File: src/rtl/keypad_tx_if.sv
// Keypad-side bus of keypad_tx: row sense, column drive and the calculator
// data/strobe outputs. "master" is the keypad_tx side, "slave" the consumer/keypad side.
interface keypad_tx_if;
    logic [3:0] rows;
    logic [3:0] cols;
    logic [7:0] data;
    logic       validate;
    logic       key_down;

    modport master (input rows, output cols, data, validate, key_down);
    modport slave  (output rows, input cols, data, validate, key_down);
endinterface

File: src/rtl/keypad_tx.sv
// 4x4 keypad scanner with press/release debounce and an active-low validate strobe per key.
// Optional auto-repeat while a key is held is built only with KEYPAD_TX_AUTOREPEAT_EN defined.
module keypad_tx #(
    parameter int CLK_DIV            = 50000,
    parameter int DEBOUNCE_SCANS     = 10,
    parameter int PULSE_LEN          = 4,
    parameter int REPEAT_DELAY_SCANS = 500,
    parameter int REPEAT_RATE_SCANS  = 100
) (
    input  logic         CLOCK_50,
    input  logic         RESET_N,
    keypad_tx_if.master  kp
);
    localparam int DIV_W   = $clog2(CLK_DIV + 1);
    localparam int PULSE_W = $clog2(PULSE_LEN + 1);
    localparam int CNT_MAX = (DEBOUNCE_SCANS > REPEAT_DELAY_SCANS)
                           ? ((DEBOUNCE_SCANS > REPEAT_RATE_SCANS) ? DEBOUNCE_SCANS : REPEAT_RATE_SCANS)
                           : ((REPEAT_DELAY_SCANS > REPEAT_RATE_SCANS) ? REPEAT_DELAY_SCANS : REPEAT_RATE_SCANS);
    localparam int CNT_W   = $clog2(CNT_MAX + 1);

    typedef enum logic [2:0] {IDLE, PRESS_DEB, SETUP, STROBE, HOLD, REL_DEB} state_t;

    function automatic logic [7:0] key_code(input logic [3:0] idx);
        case (idx)
            4'd0:  key_code = 8'd1;   4'd1:  key_code = 8'd2;
            4'd2:  key_code = 8'd3;   4'd3:  key_code = 8'd15;
            4'd4:  key_code = 8'd4;   4'd5:  key_code = 8'd5;
            4'd6:  key_code = 8'd6;   4'd7:  key_code = 8'd19;
            4'd8:  key_code = 8'd7;   4'd9:  key_code = 8'd8;
            4'd10: key_code = 8'd9;   4'd11: key_code = 8'd12;
            4'd12: key_code = 8'd18;  4'd13: key_code = 8'd0;
            4'd14: key_code = 8'd16;  default: key_code = 8'd26;
        endcase
    endfunction

    logic [DIV_W-1:0] r_div;
    logic [1:0]       r_col;
    logic [3:0]       r_rows_m, r_rows_s;
    logic [15:0]      r_acc, r_snap;
    logic             r_snap_vld;
    logic             w_slot_end;
    logic [15:0]      w_acc_next;

    assign w_slot_end = (r_div == DIV_W'(CLK_DIV - 1));
    assign kp.cols    = ~(4'b0001 << r_col);

    // Column c of the current slot is filled from the synchronized rows; a new scan starts from zero.
    for (genvar gi = 0; gi < 16; gi++) begin : g_acc
        assign w_acc_next[gi] = (r_col == 2'(gi % 4)) ? ~r_rows_s[gi / 4]
                              : ((r_col == 2'd0) ? 1'b0 : r_acc[gi]);
    end

    always_ff @(posedge CLOCK_50 or negedge RESET_N) begin
        if (!RESET_N) begin
            r_div      <= '0;
            r_col      <= 2'd0;
            r_rows_m   <= 4'hF;   // synchronizers cleared to the released (pulled-up) level
            r_rows_s   <= 4'hF;
            r_acc      <= '0;
            r_snap     <= '0;
            r_snap_vld <= 1'b0;
        end else begin
            r_rows_m   <= kp.rows;
            r_rows_s   <= r_rows_m;
            r_snap_vld <= 1'b0;
            if (w_slot_end) begin
                r_div <= '0;
                r_col <= r_col + 2'd1;
                r_acc <= w_acc_next;
                if (r_col == 2'd3) begin
                    r_snap     <= w_acc_next;
                    r_snap_vld <= 1'b1;
                end
            end else begin
                r_div <= r_div + DIV_W'(1);
            end
        end
    end

    logic       w_onehot;
    logic [3:0] w_idx;

    assign w_onehot = (r_snap != 16'd0) && ((r_snap & (r_snap - 16'd1)) == 16'd0);

    always_comb begin
        w_idx = 4'd0;
        for (int i = 0; i < 16; i++)
            if (r_snap[i]) w_idx = 4'(i);
    end

    state_t             r_state, w_state_next;
    logic [3:0]         r_key, w_key_next;
    logic [CNT_W-1:0]   r_cnt, w_cnt_next;
    logic [PULSE_W-1:0] r_pulse, w_pulse_next;
    logic [7:0]         r_data;
    logic               r_validate, r_key_down, w_key_down_next;
`ifdef KEYPAD_TX_AUTOREPEAT_EN
    logic               r_rep, w_rep_next;
`endif

    always_comb begin
        w_state_next    = r_state;
        w_key_next      = r_key;
        w_cnt_next      = r_cnt;
        w_pulse_next    = r_pulse;
        w_key_down_next = r_key_down;
`ifdef KEYPAD_TX_AUTOREPEAT_EN
        w_rep_next      = r_rep;
`endif
        case (r_state)
            IDLE: if (r_snap_vld && w_onehot) begin
                w_state_next = PRESS_DEB;
                w_key_next   = w_idx;
                w_cnt_next   = '0;
            end
            PRESS_DEB: if (r_snap_vld) begin
                if (!w_onehot) begin
                    w_state_next = IDLE;
                end else if (w_idx != r_key) begin
                    w_key_next = w_idx;
                    w_cnt_next = '0;
                end else if (r_cnt == CNT_W'(DEBOUNCE_SCANS - 1)) begin
                    w_state_next = SETUP;
`ifdef KEYPAD_TX_AUTOREPEAT_EN
                    w_rep_next   = 1'b0;
`endif
                end else begin
                    w_cnt_next = r_cnt + CNT_W'(1);
                end
            end
            SETUP: begin
                w_state_next    = STROBE;
                w_pulse_next    = '0;
                w_key_down_next = 1'b1;
            end
            STROBE: if (r_pulse == PULSE_W'(PULSE_LEN - 1)) begin
                w_state_next = HOLD;
                w_cnt_next   = '0;
            end else begin
                w_pulse_next = r_pulse + PULSE_W'(1);
            end
            HOLD: if (r_snap_vld) begin
                if (r_snap == 16'd0) begin
                    w_state_next = REL_DEB;
                    w_cnt_next   = '0;
                end
`ifdef KEYPAD_TX_AUTOREPEAT_EN
                // On_Off toggles power, so it must never auto-repeat.
                else if (w_onehot && w_idx == r_key && key_code(r_key) != 8'd18) begin
                    if (r_cnt == CNT_W'((r_rep ? REPEAT_RATE_SCANS : REPEAT_DELAY_SCANS) - 1)) begin
                        w_state_next = SETUP;
                        w_rep_next   = 1'b1;
                    end else begin
                        w_cnt_next = r_cnt + CNT_W'(1);
                    end
                end else begin
                    w_cnt_next = '0;
                end
`endif
            end
            REL_DEB: if (r_snap_vld) begin
                if (r_snap != 16'd0) begin
                    w_state_next = HOLD;
                    w_cnt_next   = '0;
                end else if (r_cnt == CNT_W'(DEBOUNCE_SCANS - 1)) begin
                    w_state_next    = IDLE;
                    w_key_down_next = 1'b0;
                end else begin
                    w_cnt_next = r_cnt + CNT_W'(1);
                end
            end
            default: w_state_next = IDLE;
        endcase
    end

    always_ff @(posedge CLOCK_50 or negedge RESET_N) begin
        if (!RESET_N) begin
            r_state    <= IDLE;
            r_key      <= 4'd0;
            r_cnt      <= '0;
            r_pulse    <= '0;
            r_data     <= 8'd0;
            r_validate <= 1'b1;
            r_key_down <= 1'b0;
`ifdef KEYPAD_TX_AUTOREPEAT_EN
            r_rep      <= 1'b0;
`endif
        end else begin
            r_state    <= w_state_next;
            r_key      <= w_key_next;
            r_cnt      <= w_cnt_next;
            r_pulse    <= w_pulse_next;
            r_key_down <= w_key_down_next;
            r_validate <= (w_state_next != STROBE);
            if (w_state_next == SETUP)
                r_data <= key_code(w_key_next);
`ifdef KEYPAD_TX_AUTOREPEAT_EN
            r_rep      <= w_rep_next;
`endif
        end
    end

    assign kp.data     = r_data;
    assign kp.validate = r_validate;
    assign kp.key_down = r_key_down;
endmodule
File: src/flat_wrapper.sv
// flat-port wrapper written by rule: the top's interface ports become plain ports
module keypad_tx_flat 
#(
    parameter int CLK_DIV            = 50000,
    parameter int DEBOUNCE_SCANS     = 10,
    parameter int PULSE_LEN          = 4,
    parameter int REPEAT_DELAY_SCANS = 500,
    parameter int REPEAT_RATE_SCANS  = 100
)
  (CLOCK_50, RESET_N, kp_rows, kp_cols, kp_data, kp_validate, kp_key_down);
  keypad_tx_if kp_i ();
  input  logic CLOCK_50;
  input  logic RESET_N;
  input wire logic [$bits(kp_i.rows)-1:0] kp_rows;
  output wire logic [$bits(kp_i.cols)-1:0] kp_cols;
  output wire logic [$bits(kp_i.data)-1:0] kp_data;
  output wire logic [$bits(kp_i.validate)-1:0] kp_validate;
  output wire logic [$bits(kp_i.key_down)-1:0] kp_key_down;
  assign kp_i.rows = kp_rows;
  assign kp_cols = kp_i.cols;
  assign kp_data = kp_i.data;
  assign kp_validate = kp_i.validate;
  assign kp_key_down = kp_i.key_down;
  keypad_tx #(.CLK_DIV(CLK_DIV), .DEBOUNCE_SCANS(DEBOUNCE_SCANS), .PULSE_LEN(PULSE_LEN), .REPEAT_DELAY_SCANS(REPEAT_DELAY_SCANS), .REPEAT_RATE_SCANS(REPEAT_RATE_SCANS)) u_core (.CLOCK_50(CLOCK_50), .RESET_N(RESET_N), .kp(kp_i));
endmodule
File: config.mk
export PLATFORM = sky130hd
export DESIGN_NAME = keypad_tx_flat
export DESIGN_NICKNAME = d
export VERILOG_FILES = /design/src/rtl/keypad_tx_if.sv /design/src/rtl/keypad_tx.sv /design/src/flat_wrapper.sv
export SDC_FILE = /design/constraint.sdc
export NUM_CORES = 1
export LEC_CHECK = 0
export CORE_MARGIN = 4
export CORE_UTILIZATION = 44
export DETAILED_ROUTE_END_ITERATION = 6
export GPL_ROUTABILITY_DRIVEN = 1
export SETUP_SLACK_MARGIN = 0.02
export SLEW_MARGIN = 15
export SYNTH_ARGS = -nofsm -noshare
export SYNTH_HDL_FRONTEND = slang
export SYNTH_SLANG_ARGS = --single-unit
File: constraint.sdc
create_clock -name CLOCK_50 -period 4.18 [get_ports CLOCK_50]
set_input_delay 0.418 -clock CLOCK_50 [delete_from_list [all_inputs] [get_ports CLOCK_50]]
set_output_delay 0.418 -clock CLOCK_50 [all_outputs]
set_load 0.1 [all_outputs]
# Word level (Yosys, flattened, before mapping)
# Memory sizes are Yosys's and may differ from the RTL's. A register that Yosys moved wholly into a read port is not among the register bits.
# Cells that the tools add are included.
# totals
elab_cells	146
memories	1
ff_bits	88
mem_bits_ro	80
# op_classes
bitwise	6
shifts	1
reduce_logical	15
n_mux	80
eq_ne	24
addsub	5
# mem_list
memory	words	word_bits	rd	rd_ports_with_merged_regs	wr	line	text
(name not given)	16	5	1	1	0	keypad_tx.sv:24	case (idx)
# ops
cell	n
$mux 9	10
$mux 3	16
$mux 4	12
$pmux 9 s5	1
$mux 1	34
$logic_not 16->1	2
$pmux 3 s6	1
$add 16x1->16 const B	1
$and 16x16->16	1
$eq 16x16->1 const B	1
$mux 16	1
$ne 2x1->1 const B	8
$reduce_bool 16->1	1
$sub 16x1->16 const B	1
$eq 3x2->1 const B	4
$add 9x1->9 const B	1
$eq 9x4->1 const B	1
$pmux 4 s2	1
$reduce_and 8->1	1
$eq 3x3->1 const B	2
$pmux 3 s2	1
$reduce_bool 5->1	1
$eq 2x2->1 const B	2
$mux 2	2
other kinds (18)	25

# Depth between registers and ports, before layout
# Gate-level depths: netlist of run 1.
# logic_depth
depth_word	21
ltp_mapped	14
mapped_depth_nobuf	13

# Least setup slack after synthesis of run 1
# Ideal clock, no wire load.
# synth_path
path_type	flip-flop to flip-flop
start	reg u_core.r_snap[13]
end	reg u_core.r_data[2], in the netlist u_core.kp.data[2]
path_slack_ns	0.906
path_stages_with_launch	13
setup_ns	0.082
n_path_buf	1
arrival_time_ns	3.193
synth_period_minus_slack_ns	3.274
cell_sequence	dfrtp_1 > clkbuf_1 > or4_1 > or2_2 > o41ai_1 > o32ai_1 > nor2_2 > a21boi_4 > a21oi_1 > inv_1 > ha_1 > or3_1 > a31oi_1
# synth_rtl
item	line	text
start: declaration	keypad_tx.sv:39	logic [15:0] r_acc, r_snap;
start signal: assignment	keypad_tx.sv:71	r_snap <= w_acc_next;
branches (longest 7 deep; another with $sub 16x1->16)	--	
$pmux 4 s2 (*)	keypad_tx.sv:110	case (r_state)
named net u_core.w_key_next[1]	keypad_tx.sv:92	logic [3:0] r_key, w_key_next;
end: declaration	keypad_tx.sv:95	logic [7:0] r_data;
# Mark *: on every way through the listed nets, which the timed path passes.
# A chain may end at the register's enable or synchronous reset.

# Final worst setup path of run 1
# layout_path
start	reg u_core.r_snap[9]
end	reg u_core.r_data[2], in the netlist u_core.kp.data[2]
# layout_rtl
item	line
branches (longest 11 deep; another with $sub 16x1->16)	--
$pmux 4 s2 (*)	keypad_tx.sv:110
named net u_core.w_key_next[1]	keypad_tx.sv:92
# Marks and branches as above.

==> metrics.csv, run 1 <==
metric,value,unit
status,"complete, no violations",
port_buffers,16,
synth_edf_count,0,
grt_usage,16.11,%
cp.required,4.46,ns
ys_seq_area_share,46.69,%
coreArea,9729,sq um
cts_buffers,9,
insertion_delay,0.36,ns
async_flop_share,100.0,%
cts_hold_buf,0,
dpl.hpwl,6012,um
ys_seq_elements,81,
drc_errors,0,
fin_crit,3.603,ns
grt_pass1_vias,3222,
leakagePower,2.179,nW
reg2reg_from,u_core.r_snap[9],
syn_to_final_growth,11.03,%
syn_inst,464,
wl_per_cell,13.85,um
synth-warning-count,0,
grt_overflow,0,
drive_gt1_share,10.33,%
timing.fmax,277.6,MHz
cts.sinks,81,
grt_pass1_wl,15010,um
syn_area,4365,sq um
nNetsFinal,499,
tns,0,ns
die_area,11580,sq um
cts_resized,0,
clock_skew,0.01253,ns
cts_buffer_depth,2,
post_cts_buffers,0,
rows,36,
synthTopCellsByArea,"dfrtp_1 (41%), dfstp_2 (5.4%), o21ai_0 (5.3%), nand2_1 (5.0%), ha_1 (4.0%)",
root_buffer,clkbuf_8,
tightest_slew,1.002,ns
reg2reg_slack,0.58,ns
ys.flop_type,dfrtp_1,
n_antenna_cell,0,
first_pass_iters,4,
maxSlewViolCount,0,
path_class,reg -> reg,
hold_viol,0,
synth.top_cell.area_share,41.27,%
wl,8547,um
die_x,107.6,um
ys_types,64,
maxCapViolCount,0,
rsz0062_at_grt,false,
drt-initial-drc-count,134,
critPathArrivalTime,3.88,ns
cp_max_fo,9,
grt_max_degree,82,
irDropWorstVdd,0.1598,mV
reg2reg_depth,11,
clk_pin_slew,0.09,ns
cp-end-kind,flip-flop,
num_vias,3312,
hp-class,in -> async,
maxSlewHeadroom,33.17,%
fp.dieH,107.6,um
p_total,1.436,mW
syn_area_per_cell,9.408,sq um
timing.final.crit_share,86.19,%
cts_tree,built,
final_antenna_net_count,0,
gp_congestion,0.8177,
via_per_inst,5.368,
crit_path_start_kind,flip-flop,
yosys.area.top_type,dfrtp_1,
pin_count,20,
htreeDepth,3,
cp-startpoint,u_core.r_snap[9],
antenna_found_initial,0,
r2r_end,u_core.kp.data[2],
start_util,44.87,%
finalSetupViolCount,0,
power_density,296.3,nW/um^2
area by class of cell:
type / count / area, sq um
multi-input cells: 346 / 2176
well taps: 133 / 166.4
flip-flops and latches: 81 / 2038
inverters: 24 / 90.09
repair buffers: 17 / 165.2
fillers: 928 / 4882
clock buffers: 10 / 137.6
clock inverters: 6 / 73.82
logic make-up after synthesis:
kind of cell | share of synthesized area [%]
adders and majority gates | 4.242
DFF | 46.69
xor gates and xnor gates | 3.210
and+or+nand+nor | 21.18
buffers and inverters | 3.640
AOI/OAI and AO/OA | 18.95
muxes | 2.006
other | 0.08590
worst max-delay path, stage by stage (launching register included):
cell and delay [ns]:
dfrtp_1 0.45, or4_1 0.70, or2_2 0.36, o41ai_1 0.27, o32ai_1 0.21, nor2_2 0.23, a21boi_4 0.11, a21oi_1 0.32
inv_1 0.13, ha_1 0.21, or3_1 0.36, a31oi_1 0.17
worst max path at each step:
stage                                   end  slack (ns)  cells past startpoint
after global routing      u_core.kp.data[2]        0.33                     11
after CTS                 u_core.kp.data[2]        0.62                     11
after floorplan           u_core.kp.data[2]        0.91                     12
after global placement    u_core.kp.data[2]        0.74                     11
after detailed placement  u_core.kp.data[2]        0.65                     11
final                     u_core.kp.data[2]        0.58                     11
cells in the final DEF, fill, tap and decap left out, types with 8 or more instances in the layout:
cell	n
clkbuf_8	10
nor2b_1	9
o21ai_1	8
and3_1	15
o21ai_0	46
a21oi_1	20
nand2_1	58
xor2_1	9
nor2_1	36
inv_1	22
nand3_1	12
clkdlybuf4s50_1	15
a22o_1	9
ha_1	14
dfrtp_1	72
dfstp_2	9
nand2b_1	14
registers in the layout, indices dropped and copies added (netlist names):
name / flops
u_core.kp.key_down: 1
u_core.r_snap_vld: 1
u_core.r_acc: 12
u_core.kp.validate: 1
u_core.r_rows_m: 4
u_core.r_cnt: 9
u_core.r_pulse: 3
u_core.r_col: 2
u_core.kp.data: 5
u_core.r_rows_s: 4
u_core.r_state: 3
u_core.r_div: 16
u_core.r_key: 4
u_core.r_snap: 16
cells in the mapped netlist (11+ instances only):
| cell type | count |
|---|---|
| dfrtp_1 | 72 |
| nand2_1 | 58 |
| o21ai_0 | 46 |
| nor2_1 | 36 |
| inv_1 | 22 |
| a21oi_1 | 20 |
| and3_1 | 15 |
| ha_1 | 14 |
| nand2b_1 | 14 |
| nand3_1 | 12 |
| clkbuf_1 | 11 |
stage by stage:
| step | instance area, sq um | worst slack [ns] | instances | utilization [%] | hold WS, ns |
|---|---|---|---|---|---|
| after floorplan | 4373 | 0.9055 | 466 | - | 0.1224 |
| after global placement | 4636 | 0.7425 | 601 | 47.65 | 0.3458 |
| after detailed placement | 4636 | 0.6498 | 601 | 47.65 | 0.3468 |
| after CTS | 4847 | 0.6203 | 617 | 49.82 | 0.2668 |
| after global routing | 4847 | 0.3275 | 617 | 49.82 | 0.3123 |
| final | 4847 | 0.5771 | 617 | 49.82 | 0.2164 |
per-layer routing:
layer	GRT usage [%]	vias to the layer above	part of all wire (%)
met5	0	-	0
met4	5.861	0	1.6
met3	3.059	10	2.6
met2	26.29	43	46
met1	21.35	1596	49
li1	-	1663	-
where the power goes:
group	internal (mW)	switching, mW
clock network	0.300	0.309
registers	0.790	0.00407
logic	0.00543	0.0277
Note: power is estimated with default switching activity, not from simulation.
==> run 2, diff against run 1 <==
ABC_AREA = 1   (was not set)
==> run 2 against run 1 <==
- setup slack better by 0.74 ns
- sequential power is 4.5% higher
- critical path depth is 7 lower
- register-to-register slack better by 0.83 ns
- largest cell class unchanged
==> metrics.csv, run 2 <==
metric,value,unit,change
final_common_cell,nand2_1,,
mostFrequentLayoutCells,"nand2_1 (174), inv_1 (97), dfrtp_1 (76)",,
seqPwrFrac,59.1,%,+3.8 points
r2r_end,u_core.kp.data[2],,
nNetsFinal,683,,+37%
fp.dieH,113.6,um,+5.5%
ys_seq_area_share,43.61,%,-3.1 points
reg2reg_slack,1.41,ns,+0.83 ns
hp-class,in -> async,,
drt-met1-wl,4875,um,+15%
htreeDepth,3,,unchanged
final_antenna_net_count,0,,unchanged
tns,0,ns,unchanged
insertion_delay,0.37,ns,about the same
synthTopCellsByArea,"dfrtp_1 (39%), nand2_1 (13%), inv_1 (7.4%), o21ai_0 (5.3%), nor2_1 (5.1%)",,
root_buffer,clkbuf_8,,
cts_buffer_depth,2,,unchanged
syn_area_per_cell,7.602,sq um,-19%
seq_area,2138,sq um,+4.9%
rows,38,,+5.6%
gp_congestion,0.8473,,+3.6%
met3_length,295,um,+34%
synth_edf_count,0,,unchanged
drive_gt1_share,9.281,%,-1.0 points
wl,10040,um,+17%
cts_resized,0,,unchanged
grt_pass1_wl,17460,um,+16%
wl_per_cell,12.43,um,-10%
grt_overflow,0,,unchanged
start_util,45.04,%,+0.17 points
power_switching,336.5,uW,-1.3%
rsz0062_at_grt,false,,
ys.flop_type,dfrtp_1,,
clk_pin_slew,0.09,ns,about the same
status,"complete, no violations",,
switching_share,23.97,%,+0.23 points
hold_viol,0,,unchanged
tightest_slew,0.9700,ns,-0.03236 ns
die_area,12900,sq um,+11%
cp-end-kind,output pin,,
antenna_found_initial,0,,unchanged
fin_crit,2.867,ns,-0.7359 ns
cts_buffers,9,,unchanged
path_class,reg -> out,,
cp.required,3.76,ns,-0.70 ns
cp_max_fo,12,,+3
largest_registers,"u_core.r_acc: 16 flops, u_core.r_div: 16 flops, u_core.r_snap: 16 flops",,
syn_area,4903,sq um,+12%
multi_input_area,2326,sq um,+6.9%
power_density,261.6,nW/um^2,-12%
wl_met2,4655,um,+18%
cts_tree,built,,
p_total,1.404,mW,-2.2%
crit_end,kp_cols[0],,
grt_usage,16.78,%,+0.68 points
synth-warning-count,0,,unchanged
leakagePower,2.790,nW,+28%
highest_layer,met4,,
grt_max_degree,49,,-40%
timing.final.crit_share,68.59,%,-18 points
maxSlewHeadroom,35.13,%,+2.0 points
timing.fmax,348.8,MHz,+26%
fillers,1103,,+19%
grt_pass1_vias,3829,,+19%
ys_types,44,,-31%
cts.sinks,85,,+4.9%
port_buffers,16,,unchanged
pre_cts_ws,1.425,ns,+0.7752 ns
maxSlewViolCount,0,,unchanged
reg2reg_from,u_core.r_snap[1],,
syn_to_final_growth,9.441,%,
yosys.area.top_type,dfrtp_1,,
clkPwrFrac,38.3,%,-4.1 points
num_vias,3998,,+21%
n_antenna_cell,0,,unchanged
synth.most_common_cell,nand2_1,,
syn_inst,645,,+39%
via_per_inst,4.948,,-7.8%
coreArea,10890,sq um,+12%
reg2reg_depth,17,,+6
synth.top_cell.area_share,38.79,%,-2.5 points
combPwrFrac,2.6,%,+0.3 points
die_x,113.6,um,+5.5%
stdcell_count,808,,+31%
finalSetupViolCount,0,,unchanged
critPathArrivalTime,2.45,ns,-1.43 ns
worst_slack,1.313,ns,+0.7359 ns
post_cts_buffers,0,,unchanged
ys_seq_elements,85,,+4.9%
cp-startpoint,u_core.r_col[0],,
drt-initial-drc-count,277,,+110%
irDropWorstVdd,0.2124,mV,+33%
pin_count,20,,unchanged
async_flop_share,100.0,%,unchanged
cts_hold_buf,0,,unchanged
drc_errors,0,,unchanged
synthTopCellsByCount,"nand2_1 (174), inv_1 (97), dfrtp_1 (76)",,
first_pass_iters,4,,unchanged
dpl.cell_count,792,,+32%
maxCapViolCount,0,,unchanged
clock_skew,0.009100,ns,-0.003431 ns
crit_path_start_kind,flip-flop,,
dpl.hpwl,7518,um,+25%
power.internal,1.068,mW,-2.5%
==> run 2: power by group through the flow <==
| stage | Combinational, mW | Clock [mW] | Sequential, mW |
|---|---|---|---|
| 6_report | 0.0364 | 0.538 | 0.830 |
| 5_1_grt | 0.0415 | 0.594 | 0.831 |
| 4_1_cts | 0.0382 | 0.567 | 0.830 |
| 3_5_place_dp | 0.0381 | 0 | 0.846 |
| 3_3_place_gp | 0.0375 | 0 | 0.846 |
| 2_1_floorplan | 0.0170 | 0 | 0.846 |
==> run 2: worst min path at each step <==
stage,startpoint,to,slack [ns]
after CTS,RESET_N,u_core.r_cnt[1],0.07
after global routing,RESET_N,u_core.r_cnt[2],0.10
after global placement,u_core.r_rows_m[3],u_core.r_rows_s[3],0.35
after floorplan,RESET_N,u_core.kp.data[0],0.12
after detailed placement,u_core.r_rows_m[0],u_core.r_rows_s[0],0.35
final,RESET_N,u_core.r_cnt[1],0.06
==> run 2: cell families after synthesis <==
logic type	Yosys count	synth area share (%)
fa+ha+maj	14	3.572
simple gates	329	30.72
compound gates	93	11.13
buf+inv	113	9.109
other cells	1	0.07648
flops	85	43.61
xor+xnor	10	1.786
==> run 2: per-stage QoR <==
step / util, % / hold WS (ns) / area (sq um)
floorplan: - / 0.1224 / 4911
global placement: 47.67 / 0.3457 / 5190
detailed placement: 47.67 / 0.3475 / 5190
CTS: 49.29 / 0.06600 / 5366
global route: 49.29 / 0.1027 / 5366
finish: 49.29 / 0.06197 / 5366
==> run 2: worst max-delay path: stages, from the launching register on <==
cell and delay, ns:
dfrtp_1 0.38, inv_1 0.10, ha_1 0.37, inv_1 0.10
clkdlybuf4s50_1 1.13
==> run 2: cell type report <==
type,instances,area share (%)
flip-flops and latches,85,39.85
repair buffers,18,3.218
multi-input cells,449,43.34
clock inverters,5,0.6528
well taps,140,3.264
clock buffers,11,2.635
inverters,100,7.041
==> run 2: metal layers <==
metal,vias to the layer above,track usage (%)
met2,59,27.40
li1,2092,-
met4,0,7.372
met1,1831,21.86
met3,16,3.024
met5,-,0
